[src/rtl/logic_unit_pipe.sv]
// Two-stage valid/ready bitwise logic unit with zr/ng flags and a completed-transfer counter.
// Stage 1 registers the operands; stage 2 computes and registers the result and flags.
module logic_unit_pipe #(
    parameter int unsigned WIDTH = 16,
    parameter int unsigned CNT_W = 16
) (
    input  logic             clk,
    input  logic             rst,
    input  logic [WIDTH-1:0] x,
    input  logic [WIDTH-1:0] y,
    input  logic [2:0]       op,
    input  logic             in_valid,
    output logic             in_ready,
    output logic [WIDTH-1:0] out,
    output logic             zr,
    output logic             ng,
    output logic             out_valid,
    input  logic             out_ready,
    output logic [CNT_W-1:0] count
);

    logic             s1_valid_q;
    logic [WIDTH-1:0] s1_x_q;
    logic [WIDTH-1:0] s1_y_q;
    logic [2:0]       s1_op_q;

    logic             out_valid_q;
    logic [WIDTH-1:0] out_q;
    logic             zr_q;
    logic             ng_q;
    logic [CNT_W-1:0] count_q;
    logic [CNT_W-1:0] count_d;

    logic             s2_ready;
    logic             s1_load;
    logic             s1_advance;
    logic [WIDTH-1:0] res;

    assign s2_ready   = !out_valid_q || out_ready;
    assign in_ready   = !s1_valid_q || s2_ready;
    // Data registers only load on a real transfer so idle X inputs never enter the pipe.
    assign s1_load    = in_ready && in_valid;
    assign s1_advance = s1_valid_q && s2_ready;

    always_comb begin
        res = '0;
        unique case (s1_op_q)
            3'b000: res = s1_x_q & s1_y_q;
            3'b001: res = s1_x_q | s1_y_q;
            3'b010: res = s1_x_q ^ s1_y_q;
            3'b011: res = ~(s1_x_q & s1_y_q);
            3'b100: res = ~(s1_x_q | s1_y_q);
            3'b101: res = ~(s1_x_q ^ s1_y_q);
            3'b110: res = ~s1_x_q;
            3'b111: res = s1_x_q;
            default: res = '0;
        endcase
    end

    always_comb begin
        count_d = count_q;
        if (out_valid_q && out_ready) begin
            count_d = count_q + CNT_W'(1);
        end
    end

    always_ff @(posedge clk or posedge rst) begin
        if (rst) begin
            s1_valid_q <= 1'b0;
            s1_x_q     <= '0;
            s1_y_q     <= '0;
            s1_op_q    <= '0;
        end else begin
            if (in_ready) begin
                s1_valid_q <= in_valid;
            end
            if (s1_load) begin
                s1_x_q  <= x;
                s1_y_q  <= y;
                s1_op_q <= op;
            end
        end
    end

    always_ff @(posedge clk or posedge rst) begin
        if (rst) begin
            out_valid_q <= 1'b0;
            out_q       <= '0;
            zr_q        <= 1'b1;
            ng_q        <= 1'b0;
            count_q     <= '0;
        end else begin
            count_q <= count_d;
            if (s2_ready) begin
                out_valid_q <= s1_valid_q;
            end
            if (s1_advance) begin
                out_q <= res;
                zr_q  <= (res == '0);
                ng_q  <= res[WIDTH-1];
            end
        end
    end

    assign out       = out_q;
    assign zr        = zr_q;
    assign ng        = ng_q;
    assign out_valid = out_valid_q;
    assign count     = count_q;

endmodule

[config.mk]
export PLATFORM = sky130hd
export DESIGN_NAME = logic_unit_pipe
export DESIGN_NICKNAME = d
export VERILOG_FILES = /design/src/rtl/logic_unit_pipe.sv
export SDC_FILE = /design/constraint.sdc
export NUM_CORES = 1
export LEC_CHECK = 0
export ABC_AREA = 1
export BUFFER_PORTS_ARGS = -buffer_cell sky130_fd_sc_hd__buf_2
export CORE_MARGIN = 3
export CORE_UTILIZATION = 57
export CTS_CLUSTER_SIZE = 10
export DETAILED_ROUTE_END_ITERATION = 8
export PLACE_DENSITY = 0.87
export SLEW_MARGIN = 20
export SYNTH_ARGS = -nofsm -noshare
export SYNTH_HDL_FRONTEND = slang
export SYNTH_SLANG_ARGS = --single-unit
[constraint.sdc]
create_clock -name clk -period 2.9 [get_ports clk]
set_input_delay 0.87 -clock clk [delete_from_list [all_inputs] [get_ports clk]]
set_output_delay 0.87 -clock clk [all_outputs]
set_load 0.05 [all_outputs]
==> reports/qor.txt, run 1 <==
number of synthesized flops with an enable pin: 0
CP startpoint: out_ready
grt ovf: 0
Sw Ratio: 0.479
commonest cells after routing, fill and taps aside: nand2_1, nor2_1, inv_1
maximum buffer depth of the clock tree: 2
Compound-Gate Fraction of Synth Area: 0.0788
Clock Tree Root: clkbuf_8
diodes inserted: 0
Async S/R FF share, synth: 1.00
latest clock arrival within the worst-skew pair: 0.35 ns
Main synth FF type: dfrtp_1
die height: 94.9 µm
R2R setup slack: 0.69 ns
xor-xnor portion of the synthesized cell area: 0.0253
Setup crit end: in_ready
post-route clock period utilization: 0.790
Worst R2R Start: s1_op_q[0]
LEAKAGE: 0.00293 µW
CTS H-Tree Depth: 3
CTS resizes: 0
Starting DRT DRC Count: 470
Routed wire per std cell: 14.4 µm
WHS: 0.470 ns
Post-DRT Antenna Nets: 0
core region area: 0.00745 mm²
commonest non-fill, non-tap cell in the layout: nand2_1
dpl hpwl: 8.07 mm
Vias per Instance: 5.47
TNS Setup: 0 ns
post-synthesis adder-cell area fraction: 0.0916
cell area power density: 768 mW/mm²
final-report setup violation count: 0
main combinational cell family by area after synthesis: simple AND/OR/NAND/NOR gates
Initial Util: 0.605
Tightest Pin Transition: 0.683 ns
status: complete, no violations
# nets final: 765
Avg Cell Area, Syn: 7.14 µm²
GP Congestion: 0.941
final hold vios: 0
Non-Filler Instances: 797
synthesized area: 0.00451 mm²
Ys Warns: 0
CP Data Arrival Time: 1.42 ns
initial antenna violation count: 0
sequential fraction of the synthesis area: 0.389
syn nets: 703
total CTS buffers: 9
total number of vias: 4359
Setup crit start kind: primary input
CTS sink cnt: 70
mux share of post-synthesis cell area: 0
number of buffers added on ports: 74
row cnt: 31
Min-Delay Path Class: reg2reg
R2R Path End: zr
Setup CP Type: in2out
max-capacitance violation count: 0
Peak VDD IR: 321 µV
Routed WL: 11.5 mm
Int Pwr: 2060 µW
Clk pwr share: 0.211
Setup Buffers After CTS: 0
CTS tree: built
Gate power share: 0.442
die width: 94.9 µm
layout cell share with drive strength beyond 1: 0.162
Slew headroom: 0.544
first-pass GRT wire length: 18.6 mm
vias in the first global route: 4015
DRT Pass-1 Iters: 5
Die Footprint: 0.00901 mm²
fin. max-slew vios: 0
#FFs+latches synth: 70
crit end category: primary output
Worst Hold Launch: count[15]
# IOs: 75
Required @ worst endpoint: 2.03 ns
RSZ-0062 raised after global routing: false
clk_skew: 0.0102 ns
min cycle time layout: 2.29 ns
sequential power share: 0.347
post-synthesis cell type count: 27
Sw Pwr: 1890 µW
Cells after Synth: 631
DR DRC count: 0
Reg2Reg Depth: 12
Max FO, Critical Path: 3
fmax: 0.437 GHz
GRT Util Overall: 0.264
DP Cell Count: 781
Worst-path clk slew: 0.08 ns
# hold bufs at CTS: 0
area grow syn2layout: 14.2%
largest net degree at the start of global routing: 72
Synth Area in Simple Gates: 0.310
==> cell families (layout without fill, tap and decap cells) <==
| group | after synthesis | after routing |
|---|---|---|
| simple gates | 326 | 326 |
| buf+inv | 119 | 186 |
| compound gates | 70 | 70 |
| flops | 70 | 70 |
| fa+ha+maj | 33 | 33 |
| xor+xnor | 13 | 13 |
==> layout make-up <==
cell class              count  area (µm²)
multi-input cells         442        2280
clock inverters             7        81.3
fillers                   636        2300
inverters                  89         334
well taps                  99         124
flip-flops and latches     70        1750
repair buffers             81         448
clock buffers               9         124
==> sequential cells by signal, indices dropped and copies added (netlist names) <==
signal / flops
s1_valid_q: 1
zr: 1
s1_x_q: 16
s1_y_q: 16
out_valid: 1
out: 16
count: 16
s1_op_q: 3
==> through the flow <==
| step | total power (µW) | utilization | cell area (µm²) | worst slack (ns) |
|---|---|---|---|---|
| 6_report | 3950 | 0.691 | 5150 | 0.609 |
| 2_1_floorplan | 2660 | - | 4510 | 0.263 |
| 3_3_place_gp | 3030 | 0.663 | 4940 | 0.615 |
| 5_1_grt | 4200 | 0.691 | 5150 | 0.542 |
| 3_5_place_dp | 3100 | 0.663 | 4940 | 0.575 |
| 4_1_cts | 3930 | 0.691 | 5150 | 0.619 |
==> worst min-delay path by stage <==
stage | to | slack, ns | cells past startpoint
floorplan | s1_y_q[0] | 0.51 | 2
global placement | count[15] | 0.46 | 1
detailed placement | count[15] | 0.46 | 1
CTS | count[15] | 0.47 | 1
global route | count[15] | 0.49 | 1
finish | count[15] | 0.47 | 1
==> cells in the mapped netlist (10+ instances only) <==
cell | count | share of area
nand2_1 | 160 | 0.13
nand3_1 | 38 | 0.042
dfrtp_1 | 69 | 0.38
a21oi_1 | 35 | 0.039
o21ai_0 | 26 | 0.029
buf_2 | 10 | 0.011
ha_1 | 33 | 0.092
clkbuf_1 | 14 | 0.012
inv_1 | 83 | 0.069
nor2_1 | 85 | 0.071
nand4_1 | 26 | 0.036
==> per-layer routing <==
| layer | track usage | part of all wire | vias to the layer above |
|---|---|---|---|
| met3 | 0.0414 | 0.081 | 42 |
| met1 | 0.363 | 0.43 | 1975 |
| li1 | - | - | 2119 |
| met2 | 0.415 | 0.46 | 223 |
| met4 | 0.111 | 0.028 | 0 |
| met5 | 0 | 0 | - |
==> critical path, stage by stage <==
cell     delay [ns]
buf_2          0.09
inv_1          0.04
nand3_1        0.12
buf_2          0.29
==> power groups by stage <==
stage	registers (µW)	logic, µW	clock network, µW
2_1_floorplan	1850	810	0
3_3_place_gp	1370	1670	0
3_5_place_dp	1390	1710	0
4_1_cts	1370	1730	836
5_1_grt	1400	1910	890
6_report	1370	1740	835
No activity file was read; power rests on OpenSTA's default activity.
==> inputs of run 2 (changes only) <==
==> constraint.sdc (replaced) <==
create_clock -name clk -period 2.29 [get_ports clk]
set_input_delay 0.687 -clock clk [delete_from_list [all_inputs] [get_ports clk]]
set_output_delay 0.687 -clock clk [all_outputs]
set_load 0.05 [all_outputs]
==> run 2 against run 1 <==
Compared with the run above: final area increased by 1.0%; clock power increased by 15%; non-clock buffer count increased by 9; largest power group unchanged.
==> reports/qor.txt, run 2 (synthesis gave the netlist of run 1 again) <==
fin. max-slew vios: 0
fmax: 0.513 GHz
total number of vias: 4299
CTS H-Tree Depth: 3
diodes inserted: 0
Setup Buffers After CTS: 0
Non-Filler Instances: 806
dpl hpwl: 7.78 mm
number of buffers added on ports: 74
WHS: 0.419 ns
initial antenna violation count: 0
commonest cells after routing, fill and taps aside: nand2_1, nor2_1, inv_1
CP delay by family, top: buffers and inverters
CTS tree: built
Die Footprint: 0.00901 mm²
CTS resizes: 0
commonest non-fill, non-tap cell in the layout: nand2_1
layout cell share with drive strength beyond 1: 0.173
Setup crit start kind: primary input
die width: 94.9 µm
post-route clock period utilization: 0.852
first-pass GRT wire length: 18.4 mm
clk_skew: 0.00817 ns
final-report setup violation count: 0
DR DRC count: 0
status: complete, no violations
maximum buffer depth of the clock tree: 2
core region area: 0.00745 mm²
largest net degree at the start of global routing: 72
# hold bufs at CTS: 0
area grow syn2layout: 15.3%
total CTS buffers: 9
DP Cell Count: 790
RSZ-0062 raised after global routing: false
Min-Delay Path Class: in2async
min cycle time layout: 1.95 ns
TNS Setup: 0 ns
# nets final: 774
vias in the first global route: 4101
latest clock arrival within the worst-skew pair: 0.35 ns
CP Data Arrival Time: 1.26 ns
Peak VDD IR: 474 µV
Vias per Instance: 5.33
DRT Pass-1 Iters: 6
Setup WS post-layout: 0.340 ns
final hold vios: 0
GRT Util Overall: 0.257
Bufs and invs on worst path: 3
max-capacitance violation count: 0
row cnt: 31
cell area power density: 940 mW/mm²
Post-DRT Antenna Nets: 0
CTS sink cnt: 70
Worst-path clk slew: 0.09 ns
Required @ worst endpoint: 1.60 ns
grt ovf: 0
Routed wire per std cell: 13.4 µm
Max FO, Critical Path: 3
Setup CP Type: in2out
CP dominant cell by count: buf_2
Initial Util: 0.605
pre-CTS WS: 0.222 ns
Critical-path top delay cell: buf_2
crit end category: primary output
fillers: 632
Routed WL: 10.8 mm
Largest stage delay, worst path: 0.29 ns
die height: 94.9 µm
crit-path cells: buf_2 > inv_1 > nand3_1 > buf_2
Slew headroom: 0.744
GP Congestion: 0.836
LEAKAGE: 0.00295 µW
Clock Tree Root: clkbuf_8
Starting DRT DRC Count: 330
Tightest Pin Transition: 0.383 ns
# IOs: 75
-- run 2: worst register-to-register path, stage by stage, from the launching register on --
cell,delay (ns)
dfrtp_1,0.49
buf_4,0.25
nand3_1,0.15
inv_2,0.13
nand2_1,0.08
nand2_1,0.04
nor2_1,0.10
nand3_1,0.13
nor2_1,0.12
nand2_1,0.07
nor2_1,0.10
nand3_1,0.07
nand2_1,0.06
-- run 2: worst paths after layout --
check / cells after the start / startpoint / slack, ns / end
worst max-delay path: 4 / out_ready / 0.34 / in_ready
worst min-delay path: 3 / rst / 0.42 / count[0]
worst max register to register: 12 / s1_op_q[1] / 0.44 / zr
worst min register to register: 2 / zr / 0.48 / zr
max in group asynchronous: 3 / rst / 1.55 / zr
min in group clk: 2 / zr / 0.48 / zr
-- run 2: stage by stage --
stage	utilization	cell area (µm²)	total power (µW)
final	0.698	5200	4890
after global routing	0.698	5200	5230
after CTS	0.698	5200	4890
after detailed placement	0.673	5010	3930
after global placement	0.673	5010	3850
after floorplan	-	4510	3370
-- run 2: metal layers --
layer  wire length [µm]  global-route usage  part of all wire  vias to the layer above
met2               5100               0.413              0.47                      170
li1                   -                   -                 -                     2127
met3                753              0.0446             0.070                       26
met4                239              0.0889             0.022                        0
met5                  0                   0                 0                        -
met1               4730               0.349              0.44                     1976
-- run 2: area by class of cell --
type	instances	area, µm²	share of cell area
multi-input combinational	442	2280	0.439
sequential	70	1750	0.337
timing repair buffer	90	515	0.0992
inverter	89	338	0.0650
clock buffer	9	124	0.0238
tap	99	124	0.0238
clock inverter	7	61.3	0.0118
-- run 2: power by group --
part           internal (µW)  switching, µW  leakage, µW
registers               1510            203     0.000823
logic                    601           1620      0.00204
clock network            416            541    0.0000892
==> inputs of run 3 (changes only) <==
--- a/config.mk
+++ b/config.mk
@@ -5,13 +5,12 @@
 export SDC_FILE = /design/constraint.sdc
 export NUM_CORES = 1
 export LEC_CHECK = 0
-export ABC_AREA = 1
 export BUFFER_PORTS_ARGS = -buffer_cell sky130_fd_sc_hd__buf_2
 export CORE_MARGIN = 3
 export CORE_UTILIZATION = 57
 export CTS_CLUSTER_SIZE = 10
 export DETAILED_ROUTE_END_ITERATION = 8
-export PLACE_DENSITY = 0.87
+export PLACE_DENSITY = 0.86
 export SLEW_MARGIN = 20
 export SYNTH_ARGS = -nofsm -noshare
 export SYNTH_HDL_FRONTEND = slang
==> run 3 against run 2 <==
Compared with the run above: sequential cell count unchanged; clock-buffer cell count up 2; utilization down 1.3 points; first-iteration DRC count down 34%; non-clock buffer count down 2; setup slack worse by 0.19 ns; critical path depth up 4; via count down 17%; global-route usage down 2.5 points; power up 5.6%; final area up 2.4%; clock skew down 0.0044 ns; largest cell class unchanged.
==> reports/qor.txt, run 3 <==
status: complete, no violations
Die Footprint: 0.00913 mm²
Starting DRT DRC Count: 217
dpl hpwl: 7.20 mm
Ys Warns: 0
cell area power density: 970 mW/mm²
Vias per Instance: 5.78
Finished Core Util: 0.685
Routed wire per std cell: 16.3 µm
die height: 95.5 µm
xor-xnor portion of the synthesized cell area: 0.0287
commonest non-fill, non-tap cell in the layout: buf_2
Cells after Synth: 434
sequential fraction of the synthesis area: 0.384
Slew headroom: 0.687
crit end category: flip-flop
diodes inserted: 0
fin. max-slew vios: 0
Initial Util: 0.588
commonest cells in the netlist: dfrtp_1, mux2_2, inv_1
post-synthesis adder-cell area fraction: 0.0903
CTS sink cnt: 70
Worst-path clk slew: 0.08 ns
number of synthesized flops with an enable pin: 0
Setup CP Type: reg2reg
Avg Cell Area, Syn: 10.5 µm²
Routed WL: 10.0 mm
core region area: 0.00777 mm²
# nets final: 580
max-capacitance violation count: 0
latest clock arrival within the worst-skew pair: 0.35 ns
clk_skew: 0.00377 ns
Async S/R FF share, synth: 1.00
total CTS buffers: 9
row cnt: 32
first-pass GRT wire length: 16.3 mm
Design Power: 5160 µW
post-route clock period utilization: 0.934
min cycle time layout: 2.14 ns
CP Data Arrival Time: 2.44 ns
sequential power share: 0.330
final hold vios: 0
commonest cells after routing, fill and taps aside: buf_2, dfrtp_1, mux2_2
Peak VDD IR: 564 µV
post-synth top area share: 0.378
Sw Pwr: 2090 µW
grt ovf: 0
vias in the first global route: 3450
top post-synthesis cells by area: dfrtp_1, mux2_2, ha_1
# IOs: 75
Int Pwr: 3070 µW
area grow syn2layout: 16.5%
mux share of post-synthesis cell area: 0.172
Post-DRT Antenna Nets: 0
Max FO, Critical Path: 5
Synth Area in Simple Gates: 0.142
fillers: 597
Non-Filler Instances: 615
number of buffers added on ports: 74
largest net degree at the start of global routing: 71
initial antenna violation count: 0
synthesized area: 0.00457 mm²
LEAKAGE: 0.00252 µW
Gate power share: 0.429
Tightest Pin Transition: 0.469 ns
Main synth FF type: dfrtp_1
Sw Ratio: 0.405
CTS tree: built
Compound-Gate Fraction of Synth Area: 0.115
GP Congestion: 0.890
maximum buffer depth of the clock tree: 2
layout cell share with drive strength beyond 1: 0.333
fmax: 0.468 GHz
Yosys top cell by area: dfrtp_1
DP Cell Count: 599
Clock Tree Root: clkbuf_8
syn nets: 506
#FFs+latches synth: 70
DR DRC count: 0
total number of vias: 3554
post-synthesis cell type count: 60
main combinational cell family by area after synthesis: multiplexers
DRT Pass-1 Iters: 5
Setup crit start kind: flip-flop
CTS H-Tree Depth: 3
final-report setup violation count: 0
die width: 95.5 µm
most common cell in the synthesized netlist: dfrtp_1
Min-Delay Path Class: in2async
GRT Util Overall: 0.232
Required @ worst endpoint: 2.59 ns
Clk pwr share: 0.241
==> run 3: kinds of logic (layout without fill, tap and decap cells) <==
family,Yosys count,count (layout)
compound gates,73,73
xor+xnor,15,15
fa+ha+maj,33,33
buf+inv,63,142
flops,70,70
mux,65,65
simple gates,115,115
==> run 3: layer usage <==
layer / vias up / track usage / routed length, µm
met5: - / 0 / 0
met4: 0 / 0.0912 / 202
met3: 23 / 0.0505 / 632
met2: 131 / 0.362 / 4740
met1: 1707 / 0.313 / 4440
li1: 1693 / - / -
==> run 3: final timing paths <==
path	from	to	slack, ns	depth (start not counted)
setup / recovery	s1_x_q[12]	zr	0.15	8
setup reg to reg	s1_x_q[12]	zr	0.15	8
min in group clk	count[15]	count[15]	0.47	1
max in group asynchronous	rst	zr	1.53	3
hold / removal	rst	s1_y_q[3]	0.43	3
hold reg to reg	count[15]	count[15]	0.47	1
==> run 3: per-stage QoR <==
step / worst slack (ns) / setup TNS, ns / hold WS [ns] / cell area, µm²
2_1_floorplan: -0.0896 / -2.69 / 0.506 / 4580
3_3_place_gp: 0.188 / 0 / 0.455 / 5060
3_5_place_dp: 0.122 / 0 / 0.462 / 5060
4_1_cts: 0.0943 / 0 / 0.444 / 5310
5_1_grt: -0.0249 / -0.0249 / 0.458 / 5320
6_report: 0.152 / 0 / 0.428 / 5320
==> run 3: worst max-delay path, stage by stage, from the launching register on <==
cell	delay, ns
dfrtp_1	0.41
inv_1	0.06
ha_1	0.31
nor3b_1	0.15
a211o_1	0.24
o21ai_0	0.32
nand4bb_1	0.14
nor4b_1	0.28
a22o_1	0.17
==> run 3: timing repair <==
item	in CTS	in global routing
buffers inserted	0	0
setup endpoints to repair	0	1
resized for setup	0	3
hold buffers	0	0
==> run 3: layout make-up <==
| class | count | area [µm²] | area share |
|---|---|---|---|
| inverter | 38 | 146 | 0.0275 |
| tap | 102 | 128 | 0.0240 |
| clock buffer | 11 | 141 | 0.0266 |
| multi-input combinational | 301 | 2520 | 0.474 |
| sequential | 70 | 1750 | 0.330 |
| timing repair buffer | 88 | 526 | 0.0987 |
| clock inverter | 5 | 106 | 0.0200 |
==> run 3: power groups by stage <==
stage               clock (µW)  sequential, µW  combinational, µW
floorplan                    0            2250               1130
global placement             0            1710               2100
global route              1330            1740               2400
finish                    1240            1700               2210
CTS                       1260            1700               2200
detailed placement           0            1730               2180
